$ cat src/rtl/bin_to_bcd_seq.sv
// Sequential binary-to-BCD converter (double dabble, one bit per clock).
// Also produces a leading-zero blanking mask for the 7-segment display stage.
module bin_to_bcd_seq #(
  parameter int WIDTH  = 16,
  parameter int DIGITS = 5
) (
  input  logic                  clk,
  input  logic                  reset,
  input  logic                  start,
  input  logic [WIDTH-1:0]      bin_in,
  output logic                  busy,
  output logic                  done,
  output logic                  valid,
  output logic [4*DIGITS-1:0]   bcd_out,
  output logic [DIGITS-1:0]     blank
);

  localparam int CW = $clog2(WIDTH + 1);
  localparam int SW = 4 * DIGITS;
  localparam logic [DIGITS-1:0] BLANK_RESET = ~DIGITS'(1);

  typedef enum logic {
    IDLE,
    SHIFT
  } state_t;

  state_t            r_state;
  logic [WIDTH-1:0]  r_shift;
  logic [SW-1:0]     r_scratch;
  logic [CW-1:0]     r_count;

  logic [SW-1:0]       w_adjusted;
  logic [SW+WIDTH-1:0] w_combined;
  logic [SW-1:0]       w_nextScratch;
  logic [WIDTH-1:0]    w_nextShift;
  logic [DIGITS-1:0]   w_allZero;
  logic [DIGITS-1:0]   w_blank;
  logic                w_lastIter;

  // Add-3 correction per digit; carries never cross digit boundaries.
  genvar g;
  generate
    for (g = 0; g < DIGITS; g++) begin : g_adj
      assign w_adjusted[4*g +: 4] = (r_scratch[4*g +: 4] >= 4'd5) ?
                                    (r_scratch[4*g +: 4] + 4'd3) :
                                    r_scratch[4*g +: 4];
    end
  endgenerate

  assign w_combined    = {w_adjusted, r_shift} << 1;
  assign w_nextScratch = w_combined[SW+WIDTH-1 -: SW];
  assign w_nextShift   = w_combined[WIDTH-1:0];
  assign w_lastIter    = (r_count == CW'(1));

  // A digit is blankable when it and every digit above it are zero.
  always_comb begin
    w_allZero = '0;
    w_allZero[DIGITS-1] = (w_nextScratch[4*(DIGITS-1) +: 4] == 4'd0);
    for (int i = DIGITS - 2; i >= 0; i--) begin
      w_allZero[i] = w_allZero[i+1] && (w_nextScratch[4*i +: 4] == 4'd0);
    end
    w_blank    = w_allZero;
    w_blank[0] = 1'b0;
  end

  always_ff @(posedge clk) begin
    if (reset) begin
      r_state   <= IDLE;
      r_shift   <= '0;
      r_scratch <= '0;
      r_count   <= '0;
      busy      <= 1'b0;
      done      <= 1'b0;
      valid     <= 1'b0;
      bcd_out   <= '0;
      blank     <= BLANK_RESET;
    end else begin
      done <= 1'b0;
      case (r_state)
        IDLE: begin
          if (start) begin
            r_shift   <= bin_in;
            r_scratch <= '0;
            r_count   <= CW'(WIDTH);
            busy      <= 1'b1;
            r_state   <= SHIFT;
          end
        end
        SHIFT: begin
          r_scratch <= w_nextScratch;
          r_shift   <= w_nextShift;
          r_count   <= r_count - CW'(1);
          // The final iteration publishes the result straight from the shifter.
          if (w_lastIter) begin
            bcd_out <= w_nextScratch;
            blank   <= w_blank;
            done    <= 1'b1;
            valid   <= 1'b1;
            busy    <= 1'b0;
            r_state <= IDLE;
          end
        end
        default: r_state <= IDLE;
      endcase
    end
  end

endmodule

$ cat config.mk
export PLATFORM = sky130hd
export DESIGN_NAME = bin_to_bcd_seq
export DESIGN_NICKNAME = d
export VERILOG_FILES = /design/src/rtl/bin_to_bcd_seq.sv
export SDC_FILE = /design/constraint.sdc
export NUM_CORES = 1
export LEC_CHECK = 0
export BUFFER_PORTS_ARGS = -buffer_cell sky130_fd_sc_hd__buf_2
export CORE_ASPECT_RATIO = 1.75
export CORE_MARGIN = 3
export CORE_UTILIZATION = 46
export DETAILED_ROUTE_END_ITERATION = 8
export PLACE_DENSITY = 0.66
export SYNTH_ARGS = -nofsm -noshare
export SYNTH_HDL_FRONTEND = slang
export SYNTH_SLANG_ARGS = --single-unit
$ cat constraint.sdc
create_clock -name clk -period 3.8 [get_ports clk]
set_clock_uncertainty 0.2 [all_clocks]
set_input_delay 0.38 -clock clk [delete_from_list [all_inputs] [get_ports clk]]
set_output_delay 0.38 -clock clk [all_outputs]
set_load 0.02 [all_outputs]
==> results.yml <==
critical_path:
  r2r-end: "bcd_out[4]$_SDFFE_PP0P_"
  r2r_slack_ns: 1.48
  worstReg2RegStart: "r_state$_SDFF_PP0_"
  critPathKind: "reg -> reg"
  critPathCapture: "bcd_out[4]$_SDFFE_PP0P_"
  path_buf_inv: 1
  critPathCaptureType: "flop"
  worstPathRequired_ns: 3.84
  cpMaxStageDelayCell: "dfxtp_2"
  crit_family: "flip-flops"
  startpoint_type: "flop"
  cp.depth: 5
  cp-startpoint: "r_state$_SDFF_PP0_"
  r2r_cells: 5
  crit_fanout: 43
  crit_chain: "nand3_1 -> nor2_2 -> buf_4 -> nor2_1 -> a211oi_1"
  arrival_ns: 2.37
  critPathMaxStageDelay_ns: 0.80
timing:
  timing.final.crit_share_pct: 61.1
  fin_crit_ns: 2.32
  rsz0062_at_grt: "no"
  hold_violations: 0
  setup_viol: 0
  slew_headroom_pct: 51.2
  max_freq_mhz: 430
  slew_violations: 0
  worst_pin_slew_ns: 0.733
  setup_tns_ns: 0
synth:
  ys.flop_type: "dfxtp_1"
  synth_top_area_cell: "dfxtp_1"
  synth_common_cells: "dfxtp_1, nor2_1, a21oi_1"
  syn_area_per_cell_um2: 8.15
  synth.top_cell.area_share_pct: 42.4
  syn_area_um2: 3260
  synth_enable_flop_cells: 0
  synth_nets: 431
  yosys-top-cells-area: "dfxtp_1, a21oi_1, nor2_1"
  yosysMostFrequentCell: "dfxtp_1"
  yosysSeqAreaShare_pct: 42.4
  synthDistinctLibCells: 42
  ys.warnings.count: 0
  synthCells: 400
  synth-async-reset-ratio_pct: 0
  ys_ff_latch: 69
place:
  dp.cells: 508
  dp_hpwl_mm: 4.96
  io_buffers: 45
  gp_congestion: 0.867
routing:
  drc: 0
  ant_nets: 0
  via_count: 2758
  drt_first_pass_iters: 4
  wl_per_cell_um: 13.3
  drt_iter0_drc: 84
  detail_route.vias_per_cell: 5.26
  routed_wl_mm: 6.99
clocking:
  htreeDepth: 3
  cts-root-buf: "clkbuf_16"
  cts_sinks: 69
  clkTransAtPathRegs_ns: 0.06
  ctsHoldBuffers: 0
  tritoncts: "done"
  cts_buffers: 9
  clk_latency_ns: 0.33
  cts_resized: 0
  clk_path_buf_depth: 2
  cts_setup_buffers: 0
floorplanning:
  initial_core_util_pct: 47.5
  die_h_um: 117
  die_area_um2: 8170
  std_cell_rows: 40
  io_pins: 47
  core_area_um2: 6860
  die_w_um: 69.6
hold_path:
  hold_path.class: "in -> reg"
final_layout:
  syn_to_final_growth_pct: 16.6
  diodes: 0
  n_fill_cell: 645
  finalNetCount: 466
  drive_above_1_share_pct: 16.1
  final_cells: 524
flow_run:
  cap_violations: 0
pwr:
  max-vdd-ir-drop_mv: 0.287
  pwr_density_cell_nw_per_um2: 450
  p_leak_nw: 1.62
global_routing:
  grt_start_max_net_pins: 44
  grt.total_usage_pct: 18.3
  antenna_found_initial: 0
  grt_pass1_vias: 2689
  grt_pass1_wl_mm: 12.0
  overflow: 0
outcome:
  status: "completed"
## logic make-up after synthesis
kind of cell    after synthesis  synth area share [%]
simple gates                155                  21.6
compound gates               92                  16.6
flops                        69                  42.4
buf+inv                      40                  5.41
mux                          25                  7.68
fa+ha+maj                    12                  4.61
xor+xnor                      6                  1.61
other cells                   1                 0.115
## area by class of cell
| type | instances | area (um2) | area share, % |
|---|---|---|---|
| clock inverter | 5 | 50.0 | 1.32 |
| timing repair buffer | 50 | 263 | 6.92 |
| sequential | 69 | 1380 | 36.4 |
| clock buffer | 11 | 243 | 6.39 |
| multi-input combinational | 291 | 1700 | 44.8 |
| inverter | 14 | 52.6 | 1.38 |
| tap | 84 | 105 | 2.77 |
## flip-flops by register name (all words and copies together), names as in the netlist
signal,cells
bcd_out,20
blank,4
busy,1
done,1
r_count,5
r_scratch,20
r_shift,16
r_state,1
valid,1
## tightest hold or removal path, delay by kind of cell
kind,cells,cell delay (ns)
buf+inv,1,0.08
simple gates,1,0.11
mux,1,0.06
## report_power, final
part           switching [mW]  leakage (nW)  internal [mW]  total, mW
Sequential             0.0226         0.561          0.747      0.770
Combinational          0.0754         0.911         0.0479      0.123
Clock                   0.295         0.149          0.520      0.815
Total                   0.393          1.62           1.32       1.71
## layer usage
metal	up-vias	share of wire (%)	global-route usage [%]
li1	1435	-	-
met1	1249	41	19.4
met2	55	51	31.5
met3	19	4.3	4.97
met4	0	3.2	11.8
met5	-	0	0
## how the worst min path moves through the flow
| stage | start | endpoint | slack [ns] | depth (start not counted) |
|---|---|---|---|---|
| floorplan | r_shift[15]$_SDFFE_PP0P_ | bcd_out[0]$_SDFFE_PP0P_ | 0.24 | 2 |
| global placement | bcd_out[17]$_SDFFE_PP0P_ | bcd_out[17]$_SDFFE_PP0P_ | 0.24 | 2 |
| detailed placement | bcd_out[5]$_SDFFE_PP0P_ | bcd_out[5]$_SDFFE_PP0P_ | 0.25 | 2 |
| CTS | bin_in[0] | r_shift[0]$_SDFFE_PP0P_ | 0.14 | 3 |
| global route | bin_in[0] | r_shift[0]$_SDFFE_PP0P_ | 0.16 | 3 |
| finish | bin_in[0] | r_shift[0]$_SDFFE_PP0P_ | 0.14 | 3 |
## cells in the final DEF, fill, tap and decap left out, types with 3 or more instances in the layout
cell / instances
nor3b_1: 13
nor2_1: 67
xnor2_1: 5
dfxtp_1: 68
buf_2: 45
nand2b_1: 7
a21oi_1: 61
buf_4: 5
inv_1: 14
clkinv_2: 4
o22a_1: 3
o21ai_0: 10
nor3_1: 14
clkbuf_16: 9
a211oi_1: 7
nand2_1: 39
nand3_1: 6
mux2i_1: 25
ha_1: 12
## per-stage QoR
| step | total power, mW | util (%) | setup slack (ns) | hold WS (ns) | cell area [um2] |
|---|---|---|---|---|---|
| 2_1_floorplan | 0.876 | - | 1.84 | 0.245 | 3260 |
| 3_3_place_gp | 0.906 | 51.1 | 1.57 | 0.241 | 3510 |
| 3_5_place_dp | 0.909 | 51.1 | 1.48 | 0.246 | 3510 |
| 4_1_cts | 1.73 | 55.4 | 1.47 | 0.142 | 3800 |
| 5_1_grt | 1.78 | 55.4 | 1.17 | 0.165 | 3800 |
| 6_report | 1.71 | 55.4 | 1.48 | 0.143 | 3800 |
Power figures use the tool's default switching activity.
